`src/rtl/cpu_datapath_pkg.sv`:
```
// Shared constants for the single-bus CPU datapath: data width and bus encoder codes.
package cpu_datapath_pkg;

   localparam int DATA_WIDTH = 32;

   localparam logic [4:0] ENC_HI     = 5'd16;
   localparam logic [4:0] ENC_LO     = 5'd17;
   localparam logic [4:0] ENC_ZHI    = 5'd18;
   localparam logic [4:0] ENC_ZLO    = 5'd19;
   localparam logic [4:0] ENC_PC     = 5'd20;
   localparam logic [4:0] ENC_MDR    = 5'd21;
   localparam logic [4:0] ENC_INPORT = 5'd22;
   localparam logic [4:0] ENC_Y      = 5'd24;
   localparam logic [4:0] ENC_NONE   = 5'd31;

endpackage

```
`src/rtl/cpu_reg32.sv`:
```
// Datapath register with synchronous clear and load enable.
module cpu_reg32
   import cpu_datapath_pkg::*;
#(
   parameter int WIDTH = DATA_WIDTH
) (
   input  logic             Clock,
   input  logic             Clear,
   input  logic             load,
   input  logic [WIDTH-1:0] d,
   output logic [WIDTH-1:0] q
);

   logic [WIDTH-1:0] q_q;
   logic [WIDTH-1:0] q_d;

   always_comb begin
      q_d = q_q;
      if (load) q_d = d;
   end

   always_ff @(posedge Clock) begin
      if (Clear) q_q <= '0;
      else       q_q <= q_d;
   end

   assign q = q_q;

endmodule

```
`src/rtl/cpu_datapath.sv`:
```
// Single-bus CPU datapath: register file, special registers, bus encoder/mux and a minimal ALU.
module cpu_datapath
   import cpu_datapath_pkg::*;
#(
   parameter int WIDTH = DATA_WIDTH
) (
   input  logic             Clock,
   input  logic             Clear,
   input  logic             R0in,  R1in,  R2in,  R3in,  R4in,  R5in,  R6in,  R7in,
   input  logic             R8in,  R9in,  R10in, R11in, R12in, R13in, R14in, R15in,
   input  logic             HIin,  LOin,  PCin,  MDRin, INPORTin, Zin, Yin, MARin, IRin,
   input  logic             AND,
   input  logic             R0out,  R1out,  R2out,  R3out,  R4out,  R5out,  R6out,  R7out,
   input  logic             R8out,  R9out,  R10out, R11out, R12out, R13out, R14out, R15out,
   input  logic             HIout, LOout, ZHIout, ZLOout, PCout, MDRout, INPORTout, Zout, Yout,
   input  logic             Read,
   input  logic             IncPC,
   input  logic [WIDTH-1:0] Mdatain,
   output logic [WIDTH-1:0] busMuxOut,
   output logic [4:0]       encoderOut,
   output logic [WIDTH-1:0] BusMuxInR0,  BusMuxInR1,  BusMuxInR2,  BusMuxInR3,
   output logic [WIDTH-1:0] BusMuxInR4,  BusMuxInR5,  BusMuxInR6,  BusMuxInR7,
   output logic [WIDTH-1:0] BusMuxInR8,  BusMuxInR9,  BusMuxInR10, BusMuxInR11,
   output logic [WIDTH-1:0] BusMuxInR12, BusMuxInR13, BusMuxInR14, BusMuxInR15,
   output logic [WIDTH-1:0] BusMuxInHI,  BusMuxInLO,  BusMuxInZhi, BusMuxInZlo,
   output logic [WIDTH-1:0] BusMuxInPC,  BusMuxInMDR, BusMuxInInport, BusMuxInY
);

   logic [15:0]      r_in;
   logic [WIDTH-1:0] r_val [16];
   logic [31:0]      sel_vec;
   logic [4:0]       enc_code;
   logic [WIDTH-1:0] bus;
   logic [WIDTH-1:0] mdr_d;
   logic [2*WIDTH-1:0] z_alu;
   logic [WIDTH-1:0] mar_val;
   logic [WIDTH-1:0] ir_val;

   assign r_in = {R15in, R14in, R13in, R12in, R11in, R10in, R9in, R8in,
                  R7in,  R6in,  R5in,  R4in,  R3in,  R2in,  R1in, R0in};

   for (genvar i = 0; i < 16; i++) begin : g_gpr
      cpu_reg32 #(.WIDTH(WIDTH)) u_r (
         .Clock(Clock), .Clear(Clear), .load(r_in[i]), .d(bus), .q(r_val[i])
      );
   end

   cpu_reg32 #(.WIDTH(WIDTH)) u_hi  (.Clock(Clock), .Clear(Clear), .load(HIin),     .d(bus),   .q(BusMuxInHI));
   cpu_reg32 #(.WIDTH(WIDTH)) u_lo  (.Clock(Clock), .Clear(Clear), .load(LOin),     .d(bus),   .q(BusMuxInLO));
   cpu_reg32 #(.WIDTH(WIDTH)) u_pc  (.Clock(Clock), .Clear(Clear), .load(PCin),     .d(bus),   .q(BusMuxInPC));
   cpu_reg32 #(.WIDTH(WIDTH)) u_mdr (.Clock(Clock), .Clear(Clear), .load(MDRin),    .d(mdr_d), .q(BusMuxInMDR));
   cpu_reg32 #(.WIDTH(WIDTH)) u_inp (.Clock(Clock), .Clear(Clear), .load(INPORTin), .d(bus),   .q(BusMuxInInport));
   cpu_reg32 #(.WIDTH(WIDTH)) u_y   (.Clock(Clock), .Clear(Clear), .load(Yin),      .d(bus),   .q(BusMuxInY));
   cpu_reg32 #(.WIDTH(WIDTH)) u_mar (.Clock(Clock), .Clear(Clear), .load(MARin),    .d(bus),   .q(mar_val));
   cpu_reg32 #(.WIDTH(WIDTH)) u_ir  (.Clock(Clock), .Clear(Clear), .load(IRin),     .d(bus),   .q(ir_val));
   cpu_reg32 #(.WIDTH(WIDTH)) u_zhi (.Clock(Clock), .Clear(Clear), .load(Zin),
                                     .d(z_alu[2*WIDTH-1:WIDTH]), .q(BusMuxInZhi));
   cpu_reg32 #(.WIDTH(WIDTH)) u_zlo (.Clock(Clock), .Clear(Clear), .load(Zin),
                                     .d(z_alu[WIDTH-1:0]),       .q(BusMuxInZlo));

   // Bit position in sel_vec equals the encoder code; Zout aliases ZLO.
   assign sel_vec = {7'b0, Yout, 1'b0, INPORTout, MDRout, PCout, (ZLOout | Zout), ZHIout, LOout, HIout,
                     R15out, R14out, R13out, R12out, R11out, R10out, R9out, R8out,
                     R7out,  R6out,  R5out,  R4out,  R3out,  R2out,  R1out, R0out};

   // Scan downward so the lowest active code is the last one assigned.
   always_comb begin
      enc_code = ENC_NONE;
      for (int i = 31; i >= 0; i--) begin
         if (sel_vec[i]) enc_code = 5'(i);
      end
   end

   always_comb begin
      bus = '0;
      if (enc_code < 5'd16) begin
         bus = r_val[enc_code[3:0]];
      end else begin
         case (enc_code)
            ENC_HI:     bus = BusMuxInHI;
            ENC_LO:     bus = BusMuxInLO;
            ENC_ZHI:    bus = BusMuxInZhi;
            ENC_ZLO:    bus = BusMuxInZlo;
            ENC_PC:     bus = BusMuxInPC;
            ENC_MDR:    bus = BusMuxInMDR;
            ENC_INPORT: bus = BusMuxInInport;
            ENC_Y:      bus = BusMuxInY;
            default:    bus = '0;
         endcase
      end
   end

   always_comb begin
      mdr_d = Read ? Mdatain : bus;
   end

   always_comb begin
      z_alu = '0;
      if (IncPC)    z_alu[WIDTH-1:0] = bus + WIDTH'(1);
      else if (AND) z_alu[WIDTH-1:0] = BusMuxInY & bus;
      else          z_alu[WIDTH-1:0] = BusMuxInY + bus;
   end

   assign busMuxOut  = bus;
   assign encoderOut = enc_code;

   assign BusMuxInR0  = r_val[0];  assign BusMuxInR1  = r_val[1];
   assign BusMuxInR2  = r_val[2];  assign BusMuxInR3  = r_val[3];
   assign BusMuxInR4  = r_val[4];  assign BusMuxInR5  = r_val[5];
   assign BusMuxInR6  = r_val[6];  assign BusMuxInR7  = r_val[7];
   assign BusMuxInR8  = r_val[8];  assign BusMuxInR9  = r_val[9];
   assign BusMuxInR10 = r_val[10]; assign BusMuxInR11 = r_val[11];
   assign BusMuxInR12 = r_val[12]; assign BusMuxInR13 = r_val[13];
   assign BusMuxInR14 = r_val[14]; assign BusMuxInR15 = r_val[15];

endmodule

```
`config.mk`:
```
export PLATFORM = sky130hd
export DESIGN_NAME = cpu_datapath
export DESIGN_NICKNAME = d
export VERILOG_FILES = /design/src/rtl/cpu_datapath_pkg.sv /design/src/rtl/cpu_reg32.sv /design/src/rtl/cpu_datapath.sv
export SDC_FILE = /design/constraint.sdc
export NUM_CORES = 2
export LEC_CHECK = 0
export ABC_AREA = 1
export CORE_AREA = 2 2 350 352
export DETAILED_ROUTE_END_ITERATION = 6
export DIE_AREA = 0 0 352 354
export GPL_TIMING_DRIVEN = 0
export HOLD_SLACK_MARGIN = 0.03
export PLACE_DENSITY = 0.51
export SYNTH_ARGS = -nofsm -noshare
export SYNTH_HDL_FRONTEND = slang
export SYNTH_SLANG_ARGS = --single-unit
```
`constraint.sdc`:
```
create_clock -name Clock -period 6.78 [get_ports Clock]
set_input_delay 0.678 -clock Clock [delete_from_list [all_inputs] [get_ports Clock]]
set_output_delay 0.678 -clock Clock [all_outputs]
set_load 0.01 [all_outputs]
```
==> flow_summary.yaml <==
routing:
  wl_um: 292800
  routedWlPerCell_um: 34.83
  drt_pass1_iterations: 7
  vias: 48246
  drc: 0
  via_per_inst: 5.739
  drt_iter0_drc: 7394
  ant_nets: 0
logic_synthesis:
  synthCells: 5692
  syn_area_mm2: 0.03823
  postSynthAreaPerCell_um2: 6.716
  synth_seq_cells: 736
  yosysWarnings: 0
  synth.yosys.seq_area_share_pct: 38.55
  synth_cell_types: 52
critical_path:
  r2r_cells: 31
  slowest_delay_ns: 0.62
  worst_path_most_repeated_cell: "nand2_1"
  crit_required_ns: 7.40
  worstSetupEndpointType: "register"
  r2r-end: "u_zlo.q[30]"
  r2r_slack_ns: 1.85
  worstPathArrival_ns: 7.36
  critPathSlowestCell: "clkdlybuf4s50_1"
  critPathKind: "in2reg"
  worst-path-max-fanout: 11
  start_kind: "input port"
  r2r_start: "g_gpr[2].u_r.q[1]"
layout:
  nets: 6816
  regArea_mm2: 0.01473
  syn2layout_area_growth_pct: 39.12
  fin_cells: 8406
  final_cell_mix: "1036 x inv_1, 887 x nand2_1, 848 x clkdlybuf4s50_1"
  num-fill-cells: 12842
  layout_commonest_cell: "inv_1"
  drive_above_1_share_pct: 7.299
  multiInputGateArea_mm2: 0.01797
floorplan:
  core_mm2: 0.1209
  io_pins: 892
  num_rows: 128
  die_x_um: 352
  start_util_pct: 31.61
  die_area_mm2: 0.1246
  dieHeight_um: 354
grt:
  grt_pass1_wl_um: 384700
  grt_pass1_vias: 43062
  grt_overflow_total: 0
  grt_max_degree: 21
  grt_usage_pct: 44.86
  antenna_found_initial: 22
timing:
  period_share_pct: 99.31
  relSlewSlack_pct: 11.95
  setup_slack_ns: 0.04677
  finalHoldViolCount: 0
  worst_slew_pin_slew_ns: 1.321
  fmax_ghz: 0.1485
  rsz0062_at_grt: "yes"
  period_needed_ns: 6.733
  finClkSkew_ns: 0.02438
  fin_setup_tns_ns: 0
  setup_viol: 0
  finalMaxSlewViolations: 0
placed_design:
  port_buffers: 849
  pre_cts_ws_ns: -3.493
  hpwl_um: 233600
  gp_congestion: 1.031
  place_inst: 8199
run:
  max-cap-violations: 0
hold_path:
  min_to: "u_mdr.q[21]"
  hold_depth: 2
  hold_path.startpoint: "u_mdr.q[21]"
  hold_class: "reg2reg"
power_and_ir_drop:
  p_per_area_mw_per_mm2: 270.9
  p_leak_nw: 24.61
  ir_worst_vdd_v: 0.0001940
clock_tree:
  cts_tree: "built"
  cts_htree_levels: 3
  cts_inserted_buffers: 93
  clkSinkCount: 736
  clk_pin_slew_ns: 0.06
  clk_latency_ns: 0.71
  cts.path.max_buffers: 3
  hold_buffers: 0
  cts_root_buffer: "clkbuf_16"
outcome:
  status: "completed"
[state kept, by name, summed over array words and instances (netlist names)]
signal / cells
u_pc.q: 32
u_inp.q: 32
u_mdr.q: 32
u_zlo.q: 32
u_y.q: 32
u_hi.q: 32
u_lo.q: 32
g_gpr.u_r.q: 512
[what timing repair did]
action | in CTS | in global routing
gates resized for setup | 124 | 107
endpoints found under the setup margin | 53 | 15
pin swaps | 6 | 16
buffers inserted | 19 | 18
[layer usage]
metal	GRT usage, %	up-vias	routed length [um]
li1	-	20489	-
met1	58.63	23532	115900
met2	67.96	3517	124900
met3	11.45	698	33580
met4	23.36	10	18330
met5	0	-	94
[per-stage QoR]
stage / area [um^2] / power [mW] / util, % / hold slack [ns]
floorplan: 38340 / 6.472 / - / 0.5022
global placement: 48870 / 8.723 / 40.42 / 0.4724
detailed placement: 48890 / 8.725 / 40.43 / 0.4766
CTS: 52700 / 14.18 / 43.59 / 0.4874
global route: 53150 / 14.64 / 43.96 / 0.5021
finish: 53180 / 14.41 / 43.98 / 0.4854
[Yosys cell counts, drive strengths merged]
master,number,area share [%]
nand3,412,5.5
nor2,262,2.7
a31oi,13,0.23
a21oi,622,8.2
a22oi,15,0.29
o22ai,19,0.31
nand4,151,2.5
o21ai,597,7.8
dfxtp,736,39
inv,1061,10
o221ai,4,0.092
mux2,14,0.41
clkinv,9,0.088
nand3b,36,0.71
a211oi,1,0.020
buf,144,2.2
o211ai,254,5.0
and2,2,0.033
fa,1,0.052
a221oi,2,0.046
clkbuf,320,3.1
xor2,19,0.44
xnor2,14,0.32
nor3,17,0.25
and3,2,0.033
nand2,922,9.3
o21bai,1,0.020
o21a,4,0.079
o31ai,3,0.059
conb,1,0.0098
ha,33,1.1
a2111oi,1,0.023
[worst max-delay path: cells and delay by family]
family	cells	cell delay (ns)
compound gates	9	1.43
xor+xnor	1	0.15
fa+ha+maj	1	0.38
buf+inv	7	2.50
simple gates	12	2.17
[report_power, final]
| part | total (mW) | internal [mW] | switching, mW |
|---|---|---|---|
| Sequential | 5.18 | 4.68 | 0.500 |
| Combinational | 3.70 | 1.24 | 2.46 |
| Clock | 5.53 | 3.30 | 2.23 |
| Total | 14.4 | 9.22 | 5.19 |
[worst max-delay path by stage]
stage,startpoint,endpoint,slack [ns],cells after the start
CTS,ZLOout,u_zlo.q[30],-0.02,52
detailed placement,R1out,u_zlo.q[31],-3.49,34
global route,Yout,u_zlo.q[30],-0.04,54
global placement,R1out,u_zlo.q[31],-3.54,34
finish,R1out,u_zlo.q[30],0.05,30
floorplan,INPORTout,u_zlo.q[28],0.62,55
[cell families after synthesis]
family,count (synthesis),share of synthesized area [%]
multiplexers,14,0.4124
AND/OR/NAND/NOR,1804,21.09
adder cells (fa/ha/maj),34,1.133
other,1,0.009810
AO/OA/AOI/OAI,1536,22.17
flip-flops,736,38.55
XOR/XNOR,33,0.7561
buffers and inverters,1534,15.88
[cell type report]
type,instances,share of cell area (%)
Antenna cell,13,0.06117
Tap cell,1625,3.823
Buffer,453,4.273
Multi-Input combinational cell,3453,33.79
Clock inverter,35,1.082
Timing Repair Buffer,888,16.59
Sequential cell,736,27.71
Clock buffer,133,5.075
Inverter,1070,7.600
(Power assumes the default switching activity.)
